--- src/rtl/fp_loader_pkg.sv ---
// Shared FSM state, ALU operation codes and phase encodings for fp_operand_loader.
package fp_loader_pkg;

    typedef enum logic [2:0] {
        LOAD_A,
        LOAD_B,
        ISSUE,
        WAIT,
        DONE
    } state_e;

    localparam logic [1:0] OP_ADD = 2'b00;
    localparam logic [1:0] OP_SUB = 2'b01;
    localparam logic [1:0] OP_MUL = 2'b10;
    localparam logic [1:0] OP_DIV = 2'b11;

    localparam logic [1:0] PH_LOAD_A = 2'b00;
    localparam logic [1:0] PH_LOAD_B = 2'b01;
    localparam logic [1:0] PH_EXEC   = 2'b10;
    localparam logic [1:0] PH_DONE   = 2'b11;

endpackage

--- src/rtl/btn_debounce.sv ---
// Two-flop synchronizer plus symmetric debouncer for a raw push-button.
// level_o follows the synchronized input after DEBOUNCE_CYCLES stable samples; rise_o pulses once per accepted press.
module btn_debounce #(
    parameter int unsigned DEBOUNCE_CYCLES = 16
) (
    input  logic clk,
    input  logic reset,
    input  logic btn_i,
    output logic level_o,
    output logic rise_o
);

    localparam int unsigned CNT_W = $clog2(DEBOUNCE_CYCLES + 1);
    localparam logic [CNT_W-1:0] CNT_LAST = CNT_W'(DEBOUNCE_CYCLES - 1);

    logic [1:0]       sync_q;
    logic [CNT_W-1:0] cnt_q;
    logic             level_q;
    logic             rise_q;

    always_ff @(posedge clk or posedge reset) begin
        if (reset) begin
            sync_q  <= '0;
            cnt_q   <= '0;
            level_q <= 1'b0;
            rise_q  <= 1'b0;
        end else begin
            sync_q <= {sync_q[0], btn_i};
            rise_q <= 1'b0;
            // cnt_q counts consecutive samples that disagree with the current level
            if (sync_q[1] == level_q) begin
                cnt_q <= '0;
            end else if (cnt_q == CNT_LAST) begin
                cnt_q   <= '0;
                level_q <= sync_q[1];
                rise_q  <= sync_q[1];
            end else begin
                cnt_q <= cnt_q + 1'b1;
            end
        end
    end

    assign level_o = level_q;
    assign rise_o  = rise_q;

endmodule

--- src/rtl/fp_operand_loader.sv ---
// Hex-keypad operand loader: assembles two operands nibble by nibble and hands them to an ALU.
// Define FP_LOADER_TIMEOUT_EN to bound the WAIT state by TIMEOUT_CYCLES.
module fp_operand_loader
    import fp_loader_pkg::*;
#(
    parameter int unsigned DATA_WIDTH      = 32,
    parameter int unsigned DEBOUNCE_CYCLES = 16,
    parameter int unsigned TIMEOUT_CYCLES  = 1024
) (
    input  logic                              clk,
    input  logic                              reset,
    input  logic [3:0]                        nibble_i,
    input  logic                              enter_i,
    input  logic                              clr_i,
    input  logic [1:0]                        op_i,
    input  logic                              result_valid_i,
    output logic [DATA_WIDTH-1:0]             a_o,
    output logic [DATA_WIDTH-1:0]             b_o,
    output logic [1:0]                        op_o,
    output logic                              start_o,
    output logic                              busy_o,
    output logic [1:0]                        phase_o,
    output logic [$clog2(DATA_WIDTH/4)-1:0]   digit_idx_o,
    output logic                              timeout_o
);

    localparam int unsigned DIGITS = DATA_WIDTH / 4;
    localparam int unsigned IDX_W  = $clog2(DIGITS);
    localparam logic [IDX_W-1:0] IDX_LAST = IDX_W'(DIGITS - 1);

    state_e                state_q;
    logic [DATA_WIDTH-1:0] a_q;
    logic [DATA_WIDTH-1:0] b_q;
    logic [1:0]            op_q;
    logic                  start_q;
    logic                  busy_q;
    logic [1:0]            phase_q;
    logic [IDX_W-1:0]      idx_q;

    logic btn_level;
    logic btn_rise;
    logic press;

    btn_debounce #(
        .DEBOUNCE_CYCLES(DEBOUNCE_CYCLES)
    ) u_btn (
        .clk    (clk),
        .reset  (reset),
        .btn_i  (enter_i),
        .level_o(btn_level),
        .rise_o (btn_rise)
    );

    assign press = btn_rise & btn_level;

`ifdef FP_LOADER_TIMEOUT_EN
    localparam int unsigned TMO_W = $clog2(TIMEOUT_CYCLES + 1);
    localparam logic [TMO_W-1:0] TMO_LAST = TMO_W'(TIMEOUT_CYCLES - 1);

    logic [TMO_W-1:0] tmo_q;
    logic             timeout_q;
`endif

    always_ff @(posedge clk or posedge reset) begin
        if (reset) begin
            state_q <= LOAD_A;
            a_q     <= '0;
            b_q     <= '0;
            op_q    <= OP_ADD;
            start_q <= 1'b0;
            busy_q  <= 1'b0;
            phase_q <= PH_LOAD_A;
            idx_q   <= '0;
`ifdef FP_LOADER_TIMEOUT_EN
            tmo_q     <= '0;
            timeout_q <= 1'b0;
`endif
        end else begin
            start_q <= 1'b0;
            // clr_i outranks everything, so a press landing in the same cycle is dropped
            if (clr_i) begin
                state_q <= LOAD_A;
                a_q     <= '0;
                b_q     <= '0;
                busy_q  <= 1'b0;
                phase_q <= PH_LOAD_A;
                idx_q   <= '0;
`ifdef FP_LOADER_TIMEOUT_EN
                tmo_q     <= '0;
                timeout_q <= 1'b0;
`endif
            end else begin
                case (state_q)
                    LOAD_A: begin
                        if (press) begin
                            a_q <= {a_q[DATA_WIDTH-5:0], nibble_i};
                            if (idx_q == IDX_LAST) begin
                                idx_q   <= '0;
                                state_q <= LOAD_B;
                                phase_q <= PH_LOAD_B;
                            end else begin
                                idx_q <= idx_q + 1'b1;
                            end
                        end
                    end
                    LOAD_B: begin
                        if (press) begin
                            b_q <= {b_q[DATA_WIDTH-5:0], nibble_i};
                            if (idx_q == IDX_LAST) begin
                                idx_q   <= '0;
                                state_q <= ISSUE;
                                phase_q <= PH_EXEC;
                                busy_q  <= 1'b1;
                                start_q <= 1'b1;
                                op_q    <= op_i;
                            end else begin
                                idx_q <= idx_q + 1'b1;
                            end
                        end
                    end
                    ISSUE: begin
                        state_q <= WAIT;
`ifdef FP_LOADER_TIMEOUT_EN
                        tmo_q <= '0;
`endif
                    end
                    WAIT: begin
                        if (result_valid_i) begin
                            state_q <= DONE;
                            phase_q <= PH_DONE;
                            busy_q  <= 1'b0;
                        end
`ifdef FP_LOADER_TIMEOUT_EN
                        else if (tmo_q == TMO_LAST) begin
                            state_q   <= DONE;
                            phase_q   <= PH_DONE;
                            busy_q    <= 1'b0;
                            timeout_q <= 1'b1;
                        end else begin
                            tmo_q <= tmo_q + 1'b1;
                        end
`endif
                    end
                    DONE: begin
                        if (press) begin
                            state_q <= LOAD_A;
                            phase_q <= PH_LOAD_A;
                            a_q     <= '0;
                            b_q     <= '0;
                            idx_q   <= '0;
`ifdef FP_LOADER_TIMEOUT_EN
                            timeout_q <= 1'b0;
`endif
                        end
                    end
                    default: begin
                        state_q <= LOAD_A;
                        phase_q <= PH_LOAD_A;
                        busy_q  <= 1'b0;
                    end
                endcase
            end
        end
    end

    assign a_o         = a_q;
    assign b_o         = b_q;
    assign op_o        = op_q;
    assign start_o     = start_q;
    assign busy_o      = busy_q;
    assign phase_o     = phase_q;
    assign digit_idx_o = idx_q;

`ifdef FP_LOADER_TIMEOUT_EN
    assign timeout_o = timeout_q;
`else
    assign timeout_o = 1'b0;
`endif

endmodule

--- config.mk ---
export PLATFORM = sky130hd
export DESIGN_NAME = fp_operand_loader
export DESIGN_NICKNAME = d
export VERILOG_FILES = /design/src/rtl/fp_loader_pkg.sv /design/src/rtl/btn_debounce.sv /design/src/rtl/fp_operand_loader.sv
export SDC_FILE = /design/constraint.sdc
export NUM_CORES = 1
export LEC_CHECK = 0
export CAP_MARGIN = 10
export CORE_UTILIZATION = 49
export DETAILED_ROUTE_END_ITERATION = 10
export GPL_TIMING_DRIVEN = 1
export PLACE_DENSITY = 0.83
export SLEW_MARGIN = 5
export SYNTH_ARGS = -nofsm -noshare
export SYNTH_HDL_FRONTEND = slang
export SYNTH_SLANG_ARGS = --single-unit
--- constraint.sdc ---
create_clock -name clk -period 3.4 [get_ports clk]
set_clock_uncertainty 0.15 [all_clocks]
set_input_delay 0.68 -clock clk [delete_from_list [all_inputs] [get_ports clk]]
set_output_delay 0.68 -clock clk [all_outputs]
set_load 0.05 [all_outputs]
==> summary.txt, run 1 <==
Cell Area, Placed -> 4400 um^2
die height -> 86.9 um
Worst Reg-to-Reg Cells -> 4
hold buffer count at cts -> 0
Resize count post-CTS -> 0
total number of yosys warnings -> 0
Worst Setup End Kind -> output pin
slowest cell on the critical path -> clkdlybuf4s50_1
VDD IR max -> 0.000212 V
layout cells sized above 1 -> 6.86%
IO buf count -> 83
Slew HR -> 64.8%
Placer Congestion -> 0.877
number of vias per cell -> 5.05
Pre-antenna DRT Iters -> 6
GRT Util Overall -> 19.7%
Critical Path RT -> 2.57 ns
CP peak stage delay -> 0.84 ns
CTS tree -> built
critical path depth in cells -> 1
vias in the first global route -> 2543
Mean Syn Cell Area -> 9.53 um^2
Max Slew Vio Count -> 0
Residual DRC -> 0
initial cell density of the core -> 51.5%
Synth async-reset ratio -> 100%
CP cell instances -> clkdlybuf4s50_1
clk slew on worst S/H paths -> 0.08 ns
post-CTS setup buffers -> 0
Crit path max-delay family -> buffers and inverters
reg-to-reg startpoint -> state_q[1]$_DFFE_PP0P_
Final Cycle Share -> 70.6%
max_cap viols -> 0
Die Width -> 86.9 um
CTS Buffer Depth -> 2
Iter 0 DRT Violations -> 172
Synth Register Bits -> 85
wire per inst -> 12.4 um
first-pass GRT wire length -> 11600 um
Final Hold Fails -> 0
Worst-Skew Late Latency -> 0.34 ns
crit path time final -> 2.40 ns
ant diodes -> 0
pwr/cell area -> 467 nW/um^2
Cell variety after synth -> 35
crit path DAT -> 1.57 ns
Overflow after GRT -> 0
Final Cell Area -> 4640 um^2
antenna violations before repair -> 0
total number of vias -> 2767
Final nets -> 461
Placeable Area -> 6870 um^2
Startpoint Class -> flop
io pins -> 85
measured slew at the worst slew-check pin -> 0.526 ns
RSZ-0062 raised after global routing -> false
H-tree depth -> 3
Leak Pwr -> 2.01 nW
Hold Crit Start -> u_btn.sync_q[0]$_DFF_PP0_
maximum clock frequency -> 0.416 GHz
Post-Route WL -> 6820 um
Cells after Synth -> 371
status -> finished clean
Crit Reg-Reg Endpoint -> b_o[17]$_DFFE_PP0P_
critical path type -> reg -> out
P&R area growth vs syn -> 31.2%
root buf cell -> clkbuf_8
CP bufs+invs -> 1
TritonCTS Sinks -> 85
final setup margin -> 0.998 ns
critical path fanouts, max -> 4
CP endpoint -> digit_idx_o[0]
worst hold slack -> 0.201 ns
DP Wirelength -> 4830 um
final antenna-violating net count -> 0
most used flip-flop cell after synthesis -> dfrtp_1
syn nets -> 385
total power -> 0.00217 W
post-synthesis sequential area ratio -> 60.2%
reg2reg setup slack -> 1.48 ns
Fin Setup TNS -> 0 ns
Num CTS Buffers -> 9
Worst Setup SP -> digit_idx_o[0]$_DFFE_PP0P_
die area -> 7560 um^2
Hold Crit Class -> reg -> reg
largest net degree at the start of global routing -> 65
post-place setup slack -> 0.857 ns
# rows -> 30
number of synthesized flops with an enable pin -> 0
final setup violation count -> 0
Post-Syn Area -> 3540 um^2
==> sequential cells by signal (all words and copies together), names as in the netlist <==
signal         flops
a_o               32
b_o               32
u_btn.cnt_q        5
digit_idx_o        3
state_q            3
op_o               2
phase_o            2
u_btn.sync_q       2
busy_o             1
start_o            1
u_btn.level_o      1
u_btn.rise_o       1
==> routing by layer <==
metal	track usage [%]	vias to the layer above	routed length, um
li1	-	1378	-
met1	25.6	1312	2980
met2	33.1	71	3460
met3	3.41	6	320
met4	7.27	0	55
met5	0	-	0
==> how the worst min path moves through the flow <==
stage          cells after the start                   endpoint  slack (ns)
2_1_floorplan                      0  u_btn.sync_q[1]$_DFF_PP0_        0.18
3_3_place_gp                       0  u_btn.sync_q[1]$_DFF_PP0_        0.19
3_5_place_dp                       0  u_btn.sync_q[1]$_DFF_PP0_        0.18
4_1_cts                            0  u_btn.sync_q[1]$_DFF_PP0_        0.20
5_1_grt                            0  u_btn.sync_q[1]$_DFF_PP0_        0.21
6_report                           0  u_btn.sync_q[1]$_DFF_PP0_        0.20
==> power breakdown <==
part	leakage, nW	switching, W	total [W]	internal [W]
sequential	1.16	0.0000266	0.00107	0.00104
combinational	0.725	0.000187	0.000268	0.0000807
clock	0.118	0.000337	0.000830	0.000493
==> kinds of logic after synthesis <==
| logic type | share of synthesized area [%] |
|---|---|
| DFF | 60.2 |
| xor gates and xnor gates | 0.991 |
| other | 0.106 |
| muxes | 0.955 |
| adders and majority gates | 1.06 |
| buffers and inverters | 4.49 |
| AOI/OAI and AO/OA | 13.7 |
| and+or+nand+nor | 18.5 |
==> metrics by stage <==
stage / instances / util [%]
6_report: 548 / 67.5
5_1_grt: 548 / 67.5
4_1_cts: 548 / 67.5
3_5_place_dp: 532 / 64.1
3_3_place_gp: 532 / 64.1
2_1_floorplan: 371 / -
==> cells in the final DEF, fill, tap and decap left out, types with 2 or more instances in the layout <==
master	synthesis	layout
bufinv_16	0	3
clkbuf_8	0	9
nand2_1	132	132
o211ai_1	2	2
xor2_1	4	4
nor2_1	9	9
mux2_2	3	3
clkbuf_1	4	2
a32o_1	2	2
buf_4	8	7
nor4b_1	2	2
o21ai_0	57	57
a31oi_1	5	5
and3_1	3	3
clkdlybuf4s50_1	0	83
nand3_1	5	5
ha_1	3	3
nor3_1	2	2
inv_1	5	4
o21ai_1	9	9
a21oi_1	2	2
dfrtp_1	85	85
and2_1	2	2
==> final cells by class <==
type                    instances  area (um^2)
multi-input cells             256         1250
clock inverters                 5          108
fillers                       540         2230
clock buffers                  11          131
inverters                       5         20.0
well taps                      96          120
flip-flops and latches         85         2130
repair buffers                 90          883
==> synthesized netlist by cell type, types with 2 or more instances <==
master / number / share of area (%)
ha_1: 3 / 1.1
a31oi_1: 5 / 0.88
and3_1: 3 / 0.53
o21ai_0: 57 / 8.1
xor2_1: 4 / 0.99
nor3_1: 2 / 0.28
nand3_1: 5 / 0.71
buf_2: 13 / 1.8
o211ai_1: 2 / 0.42
mux2_2: 3 / 0.96
inv_1: 5 / 0.53
buf_4: 8 / 1.7
nand2_1: 132 / 14
a32o_1: 2 / 0.57
dfrtp_1: 85 / 60
o21ai_1: 9 / 1.3
nor4b_1: 2 / 0.50
nor2_1: 9 / 0.96
a21oi_1: 2 / 0.28
clkbuf_1: 4 / 0.42
and2_1: 2 / 0.35
No activity file was read; power rests on OpenSTA's default activity.
==> run 2: changes to the inputs <==
--- a/config.mk
+++ b/config.mk
@@ -6,10 +6,10 @@
 export NUM_CORES = 1
 export LEC_CHECK = 0
 export CAP_MARGIN = 10
-export CORE_UTILIZATION = 49
+export CORE_UTILIZATION = 44
 export DETAILED_ROUTE_END_ITERATION = 10
 export GPL_TIMING_DRIVEN = 1
-export PLACE_DENSITY = 0.83
+export PLACE_DENSITY = 0.79
 export SLEW_MARGIN = 5
 export SYNTH_ARGS = -nofsm -noshare
 export SYNTH_HDL_FRONTEND = slang
==> constraint.sdc (replaced) <==
create_clock -name clk -period 2.18 [get_ports clk]
set_clock_uncertainty 0.15 [all_clocks]
set_input_delay 0.436 -clock clk [delete_from_list [all_inputs] [get_ports clk]]
set_output_delay 0.436 -clock clk [all_outputs]
set_load 0.05 [all_outputs]
==> run 2 against run 1 <==
  * Sequential share of layout area fell by 0.57 points
  * Clock power increased by 22%
  * Design area up 1.3%
  * Core utilization is 7.1 points lower
  * Worst setup slack worse by 0.96 ns
  * Largest power group unchanged
==> summary.txt, run 2 (synthesis gave the netlist of run 1 again) <==
status -> finished clean
pwr/cell area -> 661 nW/um^2 (+42%)
critical path type -> reg -> out
Net Sw Frac -> 28.9% (+3.4 points)
Residual DRC -> 0 (unchanged)
Crit path max-delay family -> buffers and inverters
CTS Buffer Depth -> 2 (unchanged)
Cell Area, Placed -> 4470 um^2 (+1.5%)
worst hold slack -> 0.201 ns (+0.000322 ns)
Iter 0 DRT Violations -> 116 (-33%)
Num CTS Buffers -> 9 (unchanged)
die height -> 91.6 um (+5.4%)
total power -> 0.00311 W (+43%)
antenna violations before repair -> 0 (unchanged)
clk slew on worst S/H paths -> 0.09 ns (about the same)
crit path time final -> 2.15 ns
CP cell instances -> clkdlybuf4s50_1
Final Hold Fails -> 0 (unchanged)
# rows -> 32 (+6.7%)
die area -> 8400 um^2 (+11%)
Post-Route WL -> 7350 um (+7.8%)
CTS tree -> built
Worst Setup End Kind -> output pin
Hold Crit Class -> reg -> reg
final setup violation count -> 0 (unchanged)
Die Width -> 91.6 um (+5.4%)
Startpoint Class -> flop
slowest cell on the critical path -> clkdlybuf4s50_1
Final Cycle Share -> 98.4%
CP peak stage delay -> 0.82 ns (-0.02 ns)
number of vias per cell -> 5.03 (-0.44%)
Register Area -> 2130 um^2 (unchanged)
GRT Util Overall -> 18.5% (-1.1 points)
ant diodes -> 0 (unchanged)
Placer Congestion -> 0.916 (+4.4%)
Overflow after GRT -> 0 (unchanged)
Final Cell Area -> 4700 um^2 (+1.3%)
first-pass GRT wire length -> 12300 um (+6.4%)
TritonCTS Sinks -> 85 (unchanged)
CP bufs+invs -> 1 (unchanged)
maximum clock frequency -> 0.466 GHz
H-tree depth -> 3 (unchanged)
Pre-antenna DRT Iters -> 4 (-2)
commonest non-fill, non-tap cell in the layout -> nand2_1
largest net degree at the start of global routing -> 86 (+32%)
final antenna-violating net count -> 0 (unchanged)
RSZ-0062 raised after global routing -> false
P&R area growth vs syn -> 32.9%
Max Slew Vio Count -> 0 (unchanged)
post-CTS setup buffers -> 0 (unchanged)
Placeable Area -> 7770 um^2 (+13%)
VDD IR max -> 0.000311 V (+46%)
Flop pwr share -> 53.6% (+4.3 points)
clock network power share -> 32.5% (-5.8 points)
Final nets -> 462 (+0.22%)
Worst-Skew Late Latency -> 0.35 ns (about the same)
combinational power share -> 13.9% (+1.5 points)
total number of vias -> 2790 (+0.83%)
Fill cells -> 670 (+24%)
area occupied by multi-input gates -> 1250 um^2 (unchanged)
max_cap viols -> 0 (unchanged)
critical path fanouts, max -> 3 (-1)
crit path DAT -> 1.56 ns (about the same)
IO buf count -> 83 (unchanged)
vias in the first global route -> 2530 (-0.51%)
Critical Path RT -> 1.59 ns (-0.98 ns)
io pins -> 85 (unchanged)
Slew HR -> 64.6% (-0.21 points)
most frequent cells in the layout -> 132 x nand2_1, 85 x dfrtp_1, 57 x o21ai_0
Leak Pwr -> 2.42 nW (+21%)
Sw Pwr -> 0.000897 W (+63%)
P_int -> 0.00221 W (+37%)
wire per inst -> 13.2 um (+6.5%)
initial cell density of the core -> 45.5% (-6.0 points)
layout cells sized above 1 -> 8.39% (+1.5 points)
DP Wirelength -> 4950 um (+2.5%)
measured slew at the worst slew-check pin -> 0.530 ns (+0.00400 ns)
root buf cell -> clkbuf_8
## run 2: power by group through the flow
| stage | sequential (W) | combinational [W] | clock (W) |
|---|---|---|---|
| floorplan | 0.00184 | 0.000136 | 0 |
| global placement | 0.00169 | 0.000432 | 0 |
| detailed placement | 0.00170 | 0.000440 | 0 |
| CTS | 0.00167 | 0.000438 | 0.00104 |
| global route | 0.00167 | 0.000464 | 0.00111 |
| finish | 0.00167 | 0.000432 | 0.00101 |
## run 2: timing repair
action | CTS | global route
hold buffers | 0 | 0
setup endpoints to repair | 2 | 23
cloned | 0 | 0
gates resized for setup | 2 | 23
## run 2: path summary, 6_finish.rpt
| check | start | to | slack [ns] | cells past startpoint |
|---|---|---|---|---|
| worst max-delay path | a_o[8]$_DFFE_PP0P_ | a_o[8] | 0.03 | 1 |
| worst min-delay path | u_btn.sync_q[0]$_DFF_PP0_ | u_btn.sync_q[1]$_DFF_PP0_ | 0.20 | 0 |
| worst max register to register | digit_idx_o[0]$_DFFE_PP0P_ | op_o[1]$_DFFE_PP0P_ | 0.39 | 4 |
| worst min register to register | u_btn.sync_q[0]$_DFF_PP0_ | u_btn.sync_q[1]$_DFF_PP0_ | 0.20 | 0 |
| max in group asynchronous | reset | b_o[14]$_DFFE_PP0P_ | 1.09 | 3 |
| min in group asynchronous | reset | a_o[21]$_DFFE_PP0P_ | 0.40 | 3 |
## run 2: through the flow
stage          utilization, %  worst slack, ns   TNS, ns  instances
6_report                 60.5           0.0348         0        555
3_3_place_gp             57.5           0.0863         0        539
3_5_place_dp             57.5         -0.00435  -0.00435        539
5_1_grt                  60.5         0.000904         0        555
4_1_cts                  59.7           0.0120         0        555
2_1_floorplan               -            0.188         0        371
## run 2: area by class of cell
cell class | count | area share, %
Sequential cell | 85 | 45.3
Timing Repair Buffer | 91 | 21.1
Multi-Input combinational cell | 256 | 26.6
Inverter | 5 | 0.479
Clock inverter | 4 | 0.692
Clock buffer | 12 | 3.09
Tap cell | 102 | 2.72
## run 2: routing by layer
| layer | global-route usage, % | vias to the layer above | routed length, um |
|---|---|---|---|
| li1 | - | 1382 | - |
| met4 | 6.88 | 0 | 149 |
| met1 | 25.0 | 1309 | 3190 |
| met5 | 0 | - | 0 |
| met2 | 29.3 | 86 | 3590 |
| met3 | 4.23 | 13 | 427 |
